<file path="src/rtl/sd_cdc_mbox_arb.sv">
// sd_cdc_mbox_arb: source side of a shared clock-domain-crossing mailbox.
// Round-robin picks one srdy/drdy requester, captures its word into a held
// data register and runs a 4-phase req/ack handshake with the far domain.
//
// state | meaning
// ------+-------------------------------------------------------------
// IDLE  | mailbox free; grant the next requester once ack_s is low
// REQ   | x_req high, x_data/x_src held; waiting for ack_s to rise
// DROP  | x_req low; waiting for ack_s to fall before the next grant
`timescale 1ns/1ps

module sd_cdc_mbox_arb #(
  parameter int inputs  = 4,
  parameter int width   = 32,
  parameter bit sync_en = 1'b1
) (
  input  logic                      clk,
  input  logic                      reset_n,
  input  logic [inputs-1:0]         c_srdy,
  output logic [inputs-1:0]         c_drdy,
  input  logic [inputs*width-1:0]   c_data,
  output logic                      x_req,
  output logic [width-1:0]          x_data,
  output logic [$clog2(inputs)-1:0] x_src,
  input  logic                      x_ack,
  output logic                      busy
);

  localparam int src_w = $clog2(inputs);

  typedef enum logic [1:0] {
    IDLE = 2'd0,
    REQ  = 2'd1,
    DROP = 2'd2
  } state_t;

  state_t             state;
  logic [src_w-1:0]   ptr;
  logic               ack_s;
  logic               found;
  logic               grant;
  logic [src_w-1:0]   win;
  logic [src_w-1:0]   cand;
  logic [width-1:0]   win_data;
  int                 idx;

  generate
    if (sync_en) begin : g_sync
      logic sync_q1;
      logic sync_q2;
      // Two-flop synchronizer for the far-domain ack; left unreset on purpose
      // so a reset never fabricates an ack edge.
      always_ff @(posedge clk) begin
        sync_q1 <= x_ack;
        sync_q2 <= sync_q1;
      end
      assign ack_s = sync_q2;
    end else begin : g_nosync
      assign ack_s = x_ack;
    end
  endgenerate

  // Round-robin search starting one past the last winner, wrapping around.
  always_comb begin
    win   = '0;
    cand  = '0;
    found = 1'b0;
    idx   = 0;
    for (int i = 1; i <= inputs; i++) begin
      idx  = (int'(ptr) + i) % inputs;
      cand = src_w'(idx);
      if (!found && c_srdy[cand]) begin
        found = 1'b1;
        win   = cand;
      end
    end
  end

  // Select the winning requester's data word.
  always_comb begin
    win_data = '0;
    for (int i = 0; i < inputs; i++) begin
      if (win == src_w'(i)) begin
        win_data = c_data[i*width +: width];
      end
    end
  end

  // A stale ack (still high from the previous transfer) blocks the grant;
  // reset_n gating keeps c_drdy quiet while reset is held.
  assign grant = reset_n && (state == IDLE) && !ack_s && found;

  // One-hot accept, only in the granting cycle.
  always_comb begin
    c_drdy = '0;
    for (int i = 0; i < inputs; i++) begin
      c_drdy[i] = grant && (win == src_w'(i));
    end
  end

  assign busy = (state != IDLE);

  // Handshake FSM with registered request, data and source index.
  always_ff @(posedge clk) begin
    if (!reset_n) begin
      state  <= IDLE;
      x_req  <= 1'b0;
      x_data <= '0;
      x_src  <= '0;
      ptr    <= src_w'(inputs - 1);
    end else begin
      case (state)
        IDLE: begin
          if (grant) begin
            x_data <= win_data;
            x_src  <= win;
            ptr    <= win;
            x_req  <= 1'b1;
            state  <= REQ;
          end
        end
        REQ: begin
          if (ack_s) begin
            x_req <= 1'b0;
            state <= DROP;
          end
        end
        DROP: begin
          if (!ack_s) begin
            state <= IDLE;
          end
        end
        default: begin
          x_req <= 1'b0;
          state <= IDLE;
        end
      endcase
    end
  end

endmodule

</file>
<file path="config.mk">
export PLATFORM = sky130hd
export DESIGN_NAME = sd_cdc_mbox_arb
export DESIGN_NICKNAME = d
export VERILOG_FILES = /design/src/rtl/sd_cdc_mbox_arb.sv
export SDC_FILE = /design/constraint.sdc
export NUM_CORES = 1
export LEC_CHECK = 0
export BUFFER_PORTS_ARGS = -buffer_cell sky130_fd_sc_hd__clkbuf_2
export CAP_MARGIN = 20
export CORE_AREA = 5 5 77 93
export CTS_CLUSTER_DIAMETER = 30
export DETAILED_ROUTE_END_ITERATION = 6
export DIE_AREA = 0 0 82 98
export MAX_ROUTING_LAYER = met4
export PLACE_DENSITY = 0.94
export SLEW_MARGIN = 20
export SYNTH_ARGS = -nofsm -noshare
export SYNTH_HDL_FRONTEND = slang
export SYNTH_SLANG_ARGS = --single-unit
</file>
<file path="constraint.sdc">
create_clock -name clk -period 4.45 [get_ports clk]
set_clock_uncertainty 0.15 [all_clocks]
set_input_delay 0.2225 -clock clk [delete_from_list [all_inputs] [get_ports clk]]
set_output_delay 0.2225 -clock clk [all_outputs]
set_load 0.1 [all_outputs]
</file>
==> flow_summary.yaml <==
clocking:
  cts_made_buffers: 5
  cts_buffer_depth: 2
  h-tree-depth: 2
  worstSkewPairLatency_ns: 0.29
  cts_sinks: 41
  cts_setup_buffers: 0
  clk_transition_reported_paths_ns: 0.08
  cts_resized: 0
  cts_tree: "built"
  cts_root_buf: "clkbuf_8"
synth:
  synth-seq-cells: 41
  ys_seq_area_share_pct: 30.5
  synthArstFlopShare_pct: 0
  syn_nets: 438
  synth_top_family_by_area: "compound AO/OA/AOI/OAI gates"
  synth_edf_count: 0
  syn-cell-area_sq_mm: 0.00270
  synth_top_area_share_pct: 30.5
  synth_compound_area_share_pct: 31.2
  synth-adder-area-share_pct: 0
  synth-xor-area-share_pct: 0.325
  synthMuxAreaShare_pct: 12.5
  synthCells: 303
  synthTopCellsByArea: "dfxtp_1 30%, mux2i_1 6.7%, a221o_1 5.9%, a222oi_1 5.2%, o311ai_0 5.2%"
  synth.avg_cell_area_sq_um: 8.89
  synth-simple-area-share_pct: 15.6
  synth-main-ff-cell: "dfxtp_1"
  yosys_warnings: 0
  yosysUniqueCellTypes: 48
  yosysTopAreaCell: "dfxtp_1"
global_route:
  grt_pass1_vias: 3109
  grt_max_degree: 40
  antenna_found_initial: 0
  grt_pass1_wl_mm: 14.1
  grt_usage_pct: 22.7
  overflow: 0
critical_path:
  worstPathRequired_ns: 4.08
  reg2reg_from: "state[0]"
  reg2reg_to: "x_data[22]"
  critical_path_class: "in -> out"
  cp-start-kind: "input pin"
  reg2regPathDepth: 6
  crit_chain: "clkbuf_2, inv_1, o21ai_0, a211oi_4, buf_4, nor2_1, clkbuf_2"
  cp.arrival_ns: 2.78
  end_kind: "output pin"
  ff2ff_setup_slack_ns: 1.96
  critPathMaxFanout: 23
  cpMostUsedCell: "clkbuf_2"
  slowest_delay_ns: 0.78
  cpMaxStageDelayCell: "a211oi_4"
floorplanning:
  rows: 32
  initial_core_util_pct: 43.1
  io_pins: 175
  core_area_sq_mm: 0.00625
  die_y_um: 98
  dieWidth_um: 82
  design.die.area_sq_mm: 0.00804
detailed_routing:
  ant_nets: 0
  first_iter_violations: 185
  num_vias: 3114
  first_pass_iters: 7
  viasPerCell: 5.63
  routed_wl_mm: 8.93
  wl_per_cell_um: 16.2
  drc: 0
power:
  power.density_mw_per_mm2: 326
  ir_drop_mv: 0.125
  leakage_nw: 1.77
  power_mw: 1.21
finish:
  layout-drive-gt1-share_pct: 47.0
  diodes: 0
  final_net_count: 602
  finalNonFillerCells: 553
  nFillCells: 587
  area_growth_pct: 37.1
  multiInputGateArea_sq_mm: 0.00162
  seqCellArea_sq_um: 821
  utilization_pct: 59.2
worst_hold_path:
  min_from: "c_data[111]"
  min_path_cells: 3
  holdPathEnd: "x_data[15]"
  hold_path_class: "in -> reg"
sta:
  slew_headroom_pct: 43.4
  period_share_pct: 70.9
  rsz0062_at_grt: "no"
  max_freq_mhz: 317
  finalSetupTns_ns: 0
  maxSlewViolCount: 0
  post-route-min-period_ns: 3.16
  hold_viol: 0
  setup_violations: 0
  worstMarginPinSlew_ns: 0.846
  setup_ws_ns: 1.29
placed_design:
  gp_congestion: 0.752
  dpl.cell_count: 544
  dp_hpwl_mm: 6.87
  dp_slack_ns: 1.32
  portBuffers: 174
run:
  maxCapViolations: 0
status:
  outcome: "finished, final reports clean"
[power by group]
group / switching (mW) / total (mW) / internal (mW)
logic: 0.365 / 0.525 / 0.160
clock network: 0.137 / 0.263 / 0.126
registers: 0.0204 / 0.417 / 0.397
total: 0.522 / 1.21 / 0.683
[flip-flops by register name, summed over array words and instances, names as in the netlist]
signal	count
ack_s	1
g_sync.sync_q1	1
ptr	2
state	2
x_data	32
x_req	1
x_src	2
[kinds of logic (layout without fill, tap and decap cells)]
logic type      count (synthesis)  count (layout)
buf+inv                        54             219
mux                            32              32
simple gates                   75              75
compound gates                100             100
xor+xnor                        1               1
flops                          41              41
[cell type report]
| cell class | count | area share [%] |
|---|---|---|
| Sequential cell | 41 | 22.2 |
| Inverter | 25 | 2.54 |
| Timing Repair Buffer | 186 | 26.1 |
| Multi-Input combinational cell | 208 | 43.7 |
| Clock buffer | 6 | 2.23 |
| Tap cell | 85 | 2.88 |
| Clock inverter | 2 | 0.372 |
[cell usage in the layout (no fill, tap or decap), drive strengths merged]
cell type / netlist / routed
nor3b: 2 / 2
nand3b: 16 / 16
nor2: 9 / 9
nor4: 1 / 1
a21boi: 17 / 17
a221oi: 3 / 3
mux2: 14 / 14
or2: 3 / 3
nand2b: 3 / 3
inv: 25 / 25
xor2: 1 / 1
o22a: 1 / 1
dlygate4sd3: 0 / 1
a21oi: 11 / 11
clkbuf: 19 / 180
a222oi: 14 / 14
dfxtp: 41 / 41
clkinv: 0 / 2
nor2b: 2 / 2
nor3: 4 / 4
a311oi: 1 / 1
a32o: 2 / 2
a221o: 16 / 16
mux2i: 18 / 18
and2: 1 / 1
o311ai: 16 / 16
and3: 2 / 2
a211oi: 1 / 1
a31oi: 1 / 1
nand3: 8 / 8
nand2: 23 / 23
o21ai: 17 / 17
buf: 9 / 11
or4b: 1 / 1
[critical path: cells and delay by family]
family          cells  cell delay (ns)
simple gates        1             0.08
compound gates      2             1.01
buf+inv             4             1.45
[metal layers]
metal | global-route usage (%) | up-vias | routed length (um) | share of wire (%)
met4 | 9.34 | 0 | 204 | 2.3
met3 | 4.06 | 24 | 771 | 8.6
li1 | - | 1485 | - | -
met2 | 39.6 | 183 | 4810 | 54
met1 | 24.8 | 1422 | 3150 | 35
met5 | - | - | 0 | 0
[how the worst max path moves through the flow]
| stage | startpoint | end | slack (ns) | cells after the start |
|---|---|---|---|---|
| 3_3_place_gp | c_srdy[1] | c_drdy[3] | 1.40 | 7 |
| 3_5_place_dp | c_srdy[1] | c_drdy[3] | 1.32 | 7 |
| 4_1_cts | c_srdy[1] | c_drdy[3] | 1.33 | 7 |
| 6_report | c_srdy[1] | c_drdy[3] | 1.29 | 7 |
| 2_1_floorplan | ptr[0] | c_drdy[0] | 0.40 | 5 |
| 5_1_grt | c_srdy[1] | c_drdy[3] | 1.03 | 7 |
[synth_stat cells (all sizes together) (4+ instances only)]
cell    number
nand3b      16
mux2        14
nand3        8
dfxtp       41
mux2i       18
nor3         4
nand2       23
clkbuf      19
o21ai       17
o311ai      16
a221o       16
nor2         9
a21oi       11
a21boi      17
inv         25
a222oi      14
buf          9
[through the flow]
stage	hold WS [ns]	area [sq um]
after detailed placement	0.168	3590
after CTS	0.0605	3700
after floorplan	0.100	2700
after global placement	0.162	3590
after global routing	0.0788	3700
final	0.0653	3700
[timing repair]
item | CTS | global route
hold endpoints to repair | 1 | 0
hold buffers | 1 | 0
endpoints found under the setup margin | 0 | 0
Power figures use the tool's default switching activity.
